==> src/rtl/prco_exec_pkg.sv <==
// Shared prco execute-stage definitions: opcodes, flag bit indices, FSM states.
// Latency: n/a. Backpressure: n/a.
package prco_exec_pkg;
  localparam int FLAG_Z = 0;
  localparam int FLAG_N = 1;
  localparam int FLAG_C = 2;

  localparam logic [5:0] OP_NOP  = 6'h00;
  localparam logic [5:0] OP_MOVI = 6'h01;
  localparam logic [5:0] OP_MOV  = 6'h02;
  localparam logic [5:0] OP_ADD  = 6'h03;
  localparam logic [5:0] OP_SUB  = 6'h04;
  localparam logic [5:0] OP_AND  = 6'h05;
  localparam logic [5:0] OP_OR   = 6'h06;
  localparam logic [5:0] OP_XOR  = 6'h07;
  localparam logic [5:0] OP_SHL  = 6'h08;
  localparam logic [5:0] OP_SHR  = 6'h09;
  localparam logic [5:0] OP_MUL  = 6'h0A;
  localparam logic [5:0] OP_CMP  = 6'h0B;
  localparam logic [5:0] OP_JMP  = 6'h0C;
  localparam logic [5:0] OP_JE   = 6'h0D;
  localparam logic [5:0] OP_JNE  = 6'h0E;
  localparam logic [5:0] OP_JL   = 6'h0F;

  typedef enum logic {ST_IDLE, ST_BUSY} state_t;

  function automatic logic is_multi(input logic [5:0] op);
    return (op == OP_SHL) || (op == OP_SHR) || (op == OP_MUL);
  endfunction
endpackage

==> src/rtl/prco_exec_mul_iter.sv <==
// Shift-add multiplier, one partial product per cycle, low DATA_W bits kept.
// Latency: DATA_W cycles after i_start. Backpressure: none; i_abort drops the op in flight.
module prco_mul_iter #(
  parameter int DATA_W = 16
) (
  input  logic              i_clk,
  input  logic              i_reset,
  input  logic              i_abort,
  input  logic              i_start,
  input  logic [DATA_W-1:0] i_a,
  input  logic [DATA_W-1:0] i_b,
  output logic              q_done,
  output logic [DATA_W-1:0] q_prod
);
  localparam int CNT_W = $clog2(DATA_W);

  logic              busy;
  logic [CNT_W-1:0]  cnt;
  logic [DATA_W-1:0] a_r, b_r, acc;

  // q_prod already includes this cycle's partial product, so done is usable combinationally
  assign q_prod = acc + (b_r[0] ? a_r : '0);
  assign q_done = busy && (cnt == CNT_W'(DATA_W - 1));

  always_ff @(posedge i_clk) begin
    if (i_reset) begin
      busy <= 1'b0;
      cnt  <= '0;
      a_r  <= '0;
      b_r  <= '0;
      acc  <= '0;
    end else if (i_abort) begin
      busy <= 1'b0;
    end else if (i_start) begin
      busy <= 1'b1;
      cnt  <= '0;
      a_r  <= i_a;
      b_r  <= i_b;
      acc  <= '0;
    end else if (busy) begin
      acc  <= q_prod;
      a_r  <= {a_r[DATA_W-2:0], 1'b0};
      b_r  <= {1'b0, b_r[DATA_W-1:1]};
      cnt  <= cnt + 1'b1;
      if (q_done) busy <= 1'b0;
    end
  end
endmodule

==> src/rtl/prco_exec.sv <==
// prco execute stage: ALU, iterative SHL/SHR/MUL, Z/N/C flags, jump resolution.
// Latency 1 (single-cycle ops), max(cnt,1)+1 for shifts, 17 for MUL; holds all outputs while downstream stalls.
module prco_exec
  import prco_exec_pkg::*;
#(
  parameter int DATA_W = 16,
  parameter int OP_W   = 6,
  parameter int SEL_W  = 3
) (
  input  logic              i_clk,
  input  logic              i_reset,
  input  logic              i_p_cp,
  input  logic              i_p_valid,
  output logic              q_p_stalled,
  input  logic              i_p_stalled,
  output logic              q_p_valid,
  input  logic [OP_W-1:0]   i_op,
  input  logic [DATA_W-1:0] i_opa,
  input  logic [DATA_W-1:0] i_opb,
  input  logic [DATA_W-1:0] i_imm,
  input  logic [SEL_W-1:0]  i_seld,
  output logic              q_wb_we,
  output logic [SEL_W-1:0]  q_wb_sel,
  output logic [DATA_W-1:0] q_wb_data,
  output logic [2:0]        q_flags,
  output logic              q_jmp_en,
  output logic [DATA_W-1:0] q_jmp_addr,
  output logic              q_illegal
);
  state_t            state;
  logic [5:0]        op6, op_r;
  logic [SEL_W-1:0]  sel_r;
  logic [DATA_W-1:0] acc, step;
  logic [3:0]        cnt_r;
  logic              hold, accept, mul_done;
  logic [DATA_W-1:0] mul_prod;
  logic [DATA_W:0]   sum, diff;

  logic [DATA_W-1:0] s_data, s_addr, b_data;
  logic              s_we, s_jmp, s_ill, b_done;
  logic [2:0]        s_flags;

  assign op6         = 6'(i_op);
  assign hold        = q_p_valid && i_p_stalled;
  assign q_p_stalled = (state == ST_BUSY) || hold;
  assign accept      = i_p_valid && !q_p_stalled && !i_p_cp;
  assign sum         = {1'b0, i_opa} + {1'b0, i_opb};
  assign diff        = {1'b0, i_opa} - {1'b0, i_opb};
  assign step        = (op_r == OP_SHL) ? {acc[DATA_W-2:0], 1'b0} : {1'b0, acc[DATA_W-1:1]};

  prco_mul_iter #(.DATA_W(DATA_W)) u_mul (
    .i_clk   (i_clk),
    .i_reset (i_reset),
    .i_abort (i_p_cp),
    .i_start (accept && (op6 == OP_MUL)),
    .i_a     (i_opa),
    .i_b     (i_opb),
    .q_done  (mul_done),
    .q_prod  (mul_prod)
  );

  // Branches read q_flags, i.e. the flags left by the previous flag-setting op
  always_comb begin
    s_data  = '0;
    s_we    = 1'b0;
    s_jmp   = 1'b0;
    s_ill   = 1'b0;
    s_addr  = '0;
    s_flags = q_flags;
    case (op6)
      OP_NOP, OP_SHL, OP_SHR, OP_MUL: ;
      OP_MOVI: begin s_data = i_imm;         s_we = 1'b1; end
      OP_MOV:  begin s_data = i_opb;         s_we = 1'b1; end
      OP_AND:  begin s_data = i_opa & i_opb; s_we = 1'b1; end
      OP_OR:   begin s_data = i_opa | i_opb; s_we = 1'b1; end
      OP_XOR:  begin s_data = i_opa ^ i_opb; s_we = 1'b1; end
      OP_ADD: begin
        s_data          = sum[DATA_W-1:0];
        s_we            = 1'b1;
        s_flags[FLAG_C] = sum[DATA_W];
        s_flags[FLAG_N] = sum[DATA_W-1];
        s_flags[FLAG_Z] = ~|sum[DATA_W-1:0];
      end
      OP_SUB, OP_CMP: begin
        s_data          = diff[DATA_W-1:0];
        s_we            = (op6 == OP_SUB);
        s_flags[FLAG_C] = diff[DATA_W];
        s_flags[FLAG_N] = diff[DATA_W-1];
        s_flags[FLAG_Z] = ~|diff[DATA_W-1:0];
      end
      OP_JMP:  begin s_jmp = 1'b1;              s_addr = i_imm; end
      OP_JE:   begin s_jmp = q_flags[FLAG_Z];   s_addr = i_imm; end
      OP_JNE:  begin s_jmp = !q_flags[FLAG_Z];  s_addr = i_imm; end
      OP_JL:   begin s_jmp = q_flags[FLAG_N];   s_addr = i_imm; end
      default: s_ill = 1'b1;
    endcase
  end

  // A shift count of 0 still costs one busy cycle and passes opa through
  always_comb begin
    b_done = 1'b0;
    b_data = acc;
    if (op_r == OP_MUL) begin
      b_done = mul_done;
      b_data = mul_prod;
    end else begin
      b_done = (cnt_r <= 4'd1);
      b_data = (cnt_r == 4'd0) ? acc : step;
    end
  end

  always_ff @(posedge i_clk) begin
    if (i_reset) begin
      state      <= ST_IDLE;
      op_r       <= '0;
      sel_r      <= '0;
      acc        <= '0;
      cnt_r      <= '0;
      q_p_valid  <= 1'b0;
      q_wb_we    <= 1'b0;
      q_wb_sel   <= '0;
      q_wb_data  <= '0;
      q_flags    <= '0;
      q_jmp_en   <= 1'b0;
      q_jmp_addr <= '0;
      q_illegal  <= 1'b0;
    end else if (i_p_cp) begin
      state     <= ST_IDLE;
      q_p_valid <= 1'b0;
      q_wb_we   <= 1'b0;
      q_jmp_en  <= 1'b0;
      q_illegal <= 1'b0;
    end else if (!hold) begin
      q_p_valid <= 1'b0;
      q_wb_we   <= 1'b0;
      q_jmp_en  <= 1'b0;
      q_illegal <= 1'b0;
      case (state)
        ST_IDLE: begin
          if (accept) begin
            if (is_multi(op6)) begin
              state <= ST_BUSY;
              op_r  <= op6;
              sel_r <= i_seld;
              acc   <= i_opa;
              cnt_r <= i_opb[3:0];
            end else begin
              q_p_valid  <= 1'b1;
              q_wb_we    <= s_we;
              q_wb_sel   <= i_seld;
              q_wb_data  <= s_data;
              q_flags    <= s_flags;
              q_jmp_en   <= s_jmp;
              q_jmp_addr <= s_addr;
              q_illegal  <= s_ill;
            end
          end
        end
        ST_BUSY: begin
          if (b_done) begin
            state      <= ST_IDLE;
            q_p_valid  <= 1'b1;
            q_wb_we    <= 1'b1;
            q_wb_sel   <= sel_r;
            q_wb_data  <= b_data;
            q_jmp_addr <= '0;
          end else if (op_r != OP_MUL) begin
            acc   <= step;
            cnt_r <= cnt_r - 4'd1;
          end
        end
        default: state <= ST_IDLE;
      endcase
    end
  end
endmodule

==> config.mk <==
export PLATFORM = sky130hd
export DESIGN_NAME = prco_exec
export DESIGN_NICKNAME = d
export VERILOG_FILES = /design/src/rtl/prco_exec_pkg.sv /design/src/rtl/prco_exec_mul_iter.sv /design/src/rtl/prco_exec.sv
export SDC_FILE = /design/constraint.sdc
export NUM_CORES = 1
export LEC_CHECK = 0
export BUFFER_PORTS_ARGS = -buffer_cell sky130_fd_sc_hd__buf_2
export CAP_MARGIN = 5
export CORE_AREA = 5 5 139 141
export CTS_CLUSTER_SIZE = 40
export DETAILED_ROUTE_END_ITERATION = 8
export DIE_AREA = 0 0 144 146
export GPL_ROUTABILITY_DRIVEN = 0
export GPL_TIMING_DRIVEN = 0
export HOLD_SLACK_MARGIN = 0.08
export PLACE_DENSITY_LB_ADDON = 0.08
export SLEW_MARGIN = 10
export SYNTH_ARGS = -nofsm -noshare
export SYNTH_HDL_FRONTEND = slang
export SYNTH_HIERARCHICAL = 1
export SYNTH_SLANG_ARGS = --single-unit
==> constraint.sdc <==
create_clock -name i_clk -period 3 [get_ports i_clk]
set_input_delay 0.6 -clock i_clk [delete_from_list [all_inputs] [get_ports i_clk]]
set_output_delay 0.6 -clock i_clk [all_outputs]
set_load 0.005 [all_outputs]
# == Word level (Yosys, flattened, before mapping) ==
# Cells that the tools add are included.
# word_totals
register_bits,125
in_bits,62
wordCells,146
# op_classes
addsub,5
n_lt_le_gt_ge,1
n_eq_ne,25
n_mux,61
bitwise,7
reduce_logical,29
# ops
op,n
$mux W16,21
$pmux W16 S7,1
$pmux W16 S2,3
$eq A6 B4 Y1 const B,10
$reduce_or A16 Y1,3
$eq A6 B3 Y1 const B,4
$mux W4,6
$mux W1,19
$add A16 B16 Y17,1
$sub A16 B16 Y17,1
$add A16 B16 Y16,1
$and A16 B16 Y16,1
$or A16 B16 Y16,1
$xor A16 B16 Y16,1
$eq A6 B2 Y1 const B,2
$pmux W3 S2,2
$reduce_and A6 Y1,2
$reduce_and A5 Y1,2
$mux W3,3
$ne A2 B2 Y1 const B,4
$pmux W1 S2,4
$pmux W4 S2,1
$eq A6 B1 Y1 const B,1
$logic_not A6 Y1,1
other kinds (17),33

# == Depth between registers and ports, before layout ==
# depth
depth_word,8
ltp_mapped,14
depth_no_buf,13

# == By module ==
# Netlist, hierarchy kept.
# by_module_without_submodules
mod,n_inst,cells_each,area_per_inst_um2,seq_area_each_um2
prco_exec,1,830,6332.3,1441.4
prco_mul_iter,1,367,3111.7,1061.0

# == Least setup slack after synthesis ==
# No wires, ideal clock.
# synth_path
kind,input to register
from,input port i_opa[13]
to,register q_wb_data[15]
setup_ns,0.132
arrival_time_ns,3.033
required_time_ns,2.868
slack_ns,-0.165
cell_stages,12
cell_sequence,inv_1 > ha_1 > buf_4 > nor3_1 > nand2_1 > a2111oi_0 > nand4b_1 > mux2_2 > o21ai_0 > a31oi_1 > a2111oi_0 > nor3_1
# synth_via
elab_chain_cells,5
# synth_lines
item,line_no,source
from (decl),prco_exec.sv:18,"input logic [DATA_W-1:0] i_opa,"
$sub A16 B16 Y17 / $add A16 B16 Y17 (equally long branches),"prco_exec.sv:48, prco_exec.sv:47",
$pmux W16 S7 (*),prco_exec.sv:70,case (op6)
$mux W16 (*),prco_exec.sv:141,if (is_multi(op6)) begin
$mux W16 (*),prco_exec.sv:140,if (accept) begin
$pmux W16 S2 (*),prco_exec.sv:138,case (state)
to (signal assigned),prco_exec.sv:151,q_wb_data <= s_data;
to (signal assigned),prco_exec.sv:165,q_wb_data <= b_data;
to (decl),prco_exec.sv:24,"output logic [DATA_W-1:0] q_wb_data,"
# Mark *: on every way between the ends. The rest lies on a longest branch, timed or not. The select of a mux whose other input is x is not followed.
# A chain may end at the register's enable or synchronous reset.

# == Worst setup path in the final report ==
# layout_path
from,register u_mul.b_r[0]
to,register q_wb_data[13]
# layout_via
elab_chain_cells,5
# layout_lines
item,line_no,source
from (decl),prco_exec_mul_iter.sv:19,"logic [DATA_W-1:0] a_r, b_r, acc;"
from (signal assigned),prco_exec_mul_iter.sv:38,b_r <= i_b;
from (signal assigned),prco_exec_mul_iter.sv:43,"b_r <= {1'b0, b_r[DATA_W-1:1]};"
$mux W16,prco_exec_mul_iter.sv:22,assign q_prod = acc + (b_r[0] ? a_r : '0);
$add A16 B16 Y16,prco_exec_mul_iter.sv:22,
via mul_prod[13],prco_exec.sv:36,logic [DATA_W-1:0] mul_prod;
$mux W16,prco_exec.sv:103,if (op_r == OP_MUL) begin
$mux W16,prco_exec.sv:160,if (b_done) begin
$pmux W16 S2,prco_exec.sv:138,
# The timed path passes the listed nets, and every way through them passes these cells. The select of a mux whose other input is x is not followed.

==> impl_metrics.py <==
metrics = {
    "synth": {
        "synth.avg_cell_area_um2": 7.89,
        "seq_area_frac_synth_pct": 26.5,
        "synth_cells": 1197,
        "syn_nets": 1329,
        "ys.flop_type": "dfxtp_1",
        "ys_seq_elements": 125,
        "synth.distinct_cells": 90,
        "synthArstFlopShare_pct": 0,
        "ys_warn_count": 6,
        "syn_area_um2": 9440,
        "synth_edf_count": 0,
    },
    "timing": {
        "relSlewSlack_pct": 45.0,
        "max_freq_ghz": 0.325,
        "fin_crit_sh_pct": 103,
        "worst_slew_pin_slew_ns": 0.825,
        "fin_skew_ns": 0.0111,
        "rsz0062_at_grt": "true",
        "finalSetupTns_ns": -0.0965,
        "slew_violations": 0,
        "postLayoutSetupSlackWorst_ns": -0.0802,
        "min_period_ns": 3.08,
        "setup_viol": 2,
        "hold_violations": 0,
    },
    "finish": {
        "layout-drive-gt1-share_pct": 23.9,
        "fill_cells": 1564,
        "fin_nets": 1477,
        "final_common_cell": "nor2_1",
        "layout_common_cells": "nor2_1, dfxtp_1, buf_2",
        "fin_area_um2": 11800,
        "layout-area-overhead-vs-synth_pct": 25.0,
        "num_antenna_cells": 0,
    },
    "setup_path": {
        "required_ns": 3.27,
        "endpoint_kind": "flop",
        "cp_max_fo": 10,
        "critical_path_class": "reg -> reg",
        "arrival_ns": 3.35,
        "timing.rr.end": "q_wb_data[13]$_SDFFE_PP0P_",
        "startpoint_type": "flop",
        "timing.rr.start": "u_mul/b_r[0]$_SDFFE_PP0P_",
        "endpoint": "q_wb_data[13]$_SDFFE_PP0P_",
        "startpoint": "u_mul/b_r[0]$_SDFFE_PP0P_",
        "r2r.worst_path.cells": 13,
        "r2r_slack_ns": -0.08,
    },
    "run_status": {
        "outcome": "finished, violations left",
        "violations": "negative setup slack",
    },
    "global_routing": {
        "grt_max_degree": 17,
        "antenna_found_initial": 0,
        "track_usage_pct": 32.5,
        "grt.overflow.total": 0,
        "grt_pass1_vias": 9466,
        "grt_first_pass_wirelength_mm": 53.2,
    },
    "drt": {
        "routed_wl_mm": 35.4,
        "post-route-drc-count": 0,
        "first_pass_iters": 6,
        "final_antenna_net_count": 0,
        "wire_per_inst_um": 22.3,
        "vias": 10234,
        "drtIter0Drc": 1275,
        "vias_per_cell": 6.45,
    },
    "clock_tree": {
        "max-clock-path-buffers": 2,
        "root_buffer": "clkbuf_16",
        "cts_made_buffers": 17,
        "clk_pin_slew_ns": 0.06,
        "h-tree-depth": 4,
        "tritoncts": "built",
        "worstSkewPairLatency_ns": 0.44,
        "cts.sinks": 125,
    },
    "power_and_ir_drop": {
        "leakagePower_uw": 0.00451,
        "vdd_drop_max_uv": 405,
        "powerDensity_nw_per_um2": 400,
    },
    "floorplan": {
        "initial_core_util_pct": 52.9,
        "die_area_um2": 21000,
        "ios": 105,
        "rows": 49,
        "coreArea_um2": 17800,
        "die_w_um": 144,
        "die_h_um": 146,
    },
    "min_path": {
        "min_path_type": "in -> reg",
    },
    "placed_design": {
        "port_buffers": 102,
        "dp_hpwl_mm": 25.9,
        "place_area_um2": 10300,
    },
    "run": {
        "cap_violations": 0,
    },
}
## per-layer routing
layer  share of wire (%)  wire (µm)  up-vias  track usage, %
li1                    -          -     4683               -
met1                  40      14200     4838            43.4
met2                  44      15700      589            49.0
met3                 9.9       3520      124            7.69
met4                 5.6       1980        0            15.9
met5                   0          0        -               0
## cell usage after synthesis, types with 35 or more instances
library cell,number,area [µm²]
a211oi_1,53,398
a21oi_1,74,370
clkbuf_1,53,199
dfxtp_1,125,2500
ha_1,68,851
inv_1,62,233
mux2i_1,58,581
nand2_1,95,357
nor2_1,153,574
nor3_1,35,175
o21ai_0,45,225
## logic make-up (layout without fill, tap and decap cells)
group | count (synthesis) | count (layout) | share of synthesized area [%]
adders and majority gates | 70 | 70 | 9.43
AOI/OAI and AO/OA | 357 | 357 | 27.4
muxes | 66 | 66 | 7.10
DFF | 125 | 125 | 26.5
xor gates and xnor gates | 35 | 35 | 3.25
and+or+nand+nor | 400 | 400 | 20.2
buffers and inverters | 144 | 305 | 6.09
## sequential cells by signal, summed over array words and instances (netlist names)
name / cells
q_jmp_addr: 16
sel_r: 3
state: 1
u_mul/busy: 1
q_flags: 3
u_mul/cnt: 4
cnt_r: 4
acc: 16
u_mul/a_r: 16
q_wb_we: 1
q_jmp_en: 1
q_p_valid: 1
q_wb_sel: 3
q_wb_data: 16
op_r: 6
q_illegal: 1
u_mul/b_r: 16
u_mul/acc: 16
## power breakdown
group          switching (µW)  leakage, µW  internal (µW)  total (µW)
registers                14.1      0.00101           1680        1700
logic                     594      0.00322            368         962
clock network             893     0.000280           1170        2060
total                    1500      0.00451           3220        4720
## through the flow
stage | instances | setup slack (ns) | utilization (%) | hold slack [ns] | power [µW]
final | 1587 | -0.0802 | 66.2 | 0.422 | 4720
after global routing | 1587 | -0.174 | 66.2 | 0.421 | 4890
after CTS | 1567 | -0.162 | 62.6 | 0.415 | 4610
after detailed placement | 1528 | -1.13 | 57.6 | 0.443 | 2530
after global placement | 1528 | -1.11 | 57.6 | 0.440 | 2520
after floorplan | 1197 | -0.0189 | - | 0.431 | 2250
## worst min-delay path by stage
| stage | slack, ns | cells past startpoint | endpoint | from |
|---|---|---|---|---|
| after floorplan | 0.43 | 2 | u_mul/b_r[15]$_SDFFE_PP0P_ | u_mul/b_r[15]$_SDFFE_PP0P_ |
| after global placement | 0.44 | 2 | u_mul/b_r[15]$_SDFFE_PP0P_ | u_mul/b_r[15]$_SDFFE_PP0P_ |
| after CTS | 0.41 | 3 | sel_r[1]$_SDFFE_PP0P_ | i_seld[1] |
| after global routing | 0.42 | 3 | q_jmp_addr[12]$_SDFFE_PP0P_ | i_imm[12] |
| after detailed placement | 0.44 | 2 | u_mul/b_r[15]$_SDFFE_PP0P_ | u_mul/b_r[15]$_SDFFE_PP0P_ |
| final | 0.42 | 3 | sel_r[2]$_SDFFE_PP0P_ | i_seld[2] |
## what timing repair did
action	CTS	global route
buffers inserted	7	22
hold buffers	0	0
endpoints found under the setup margin	66	73
resized for setup	59	127
hold endpoints to repair	0	0
pin swaps	13	43
## worst max-delay path: stages, from the launching register on
cell and delay, ns:
dfxtp_4 0.37, buf_6 0.14, and2_4 0.17, ha_4 0.30, nand3_1 0.11, and3b_2 0.25
a21oi_4 0.17, nor2_2 0.08, o21a_1 0.25, xnor2_2 0.20, a211oi_4 0.38, nand3_2 0.15
a221oi_4 0.28, a2111oi_2 0.08
## layout make-up
type / instances / area, µm² / share of cell area, %
clock buffer: 17 / 425 / 3.60
sequential: 125 / 2510 / 21.2
buffer: 80 / 388 / 3.29
timing repair buffer: 131 / 774 / 6.56
clock inverter: 15 / 151 / 1.28
inverter: 62 / 233 / 1.97
tap: 229 / 287 / 2.43
multi-input combinational: 928 / 7040 / 59.6
No activity file was read; power rests on OpenSTA's default activity.
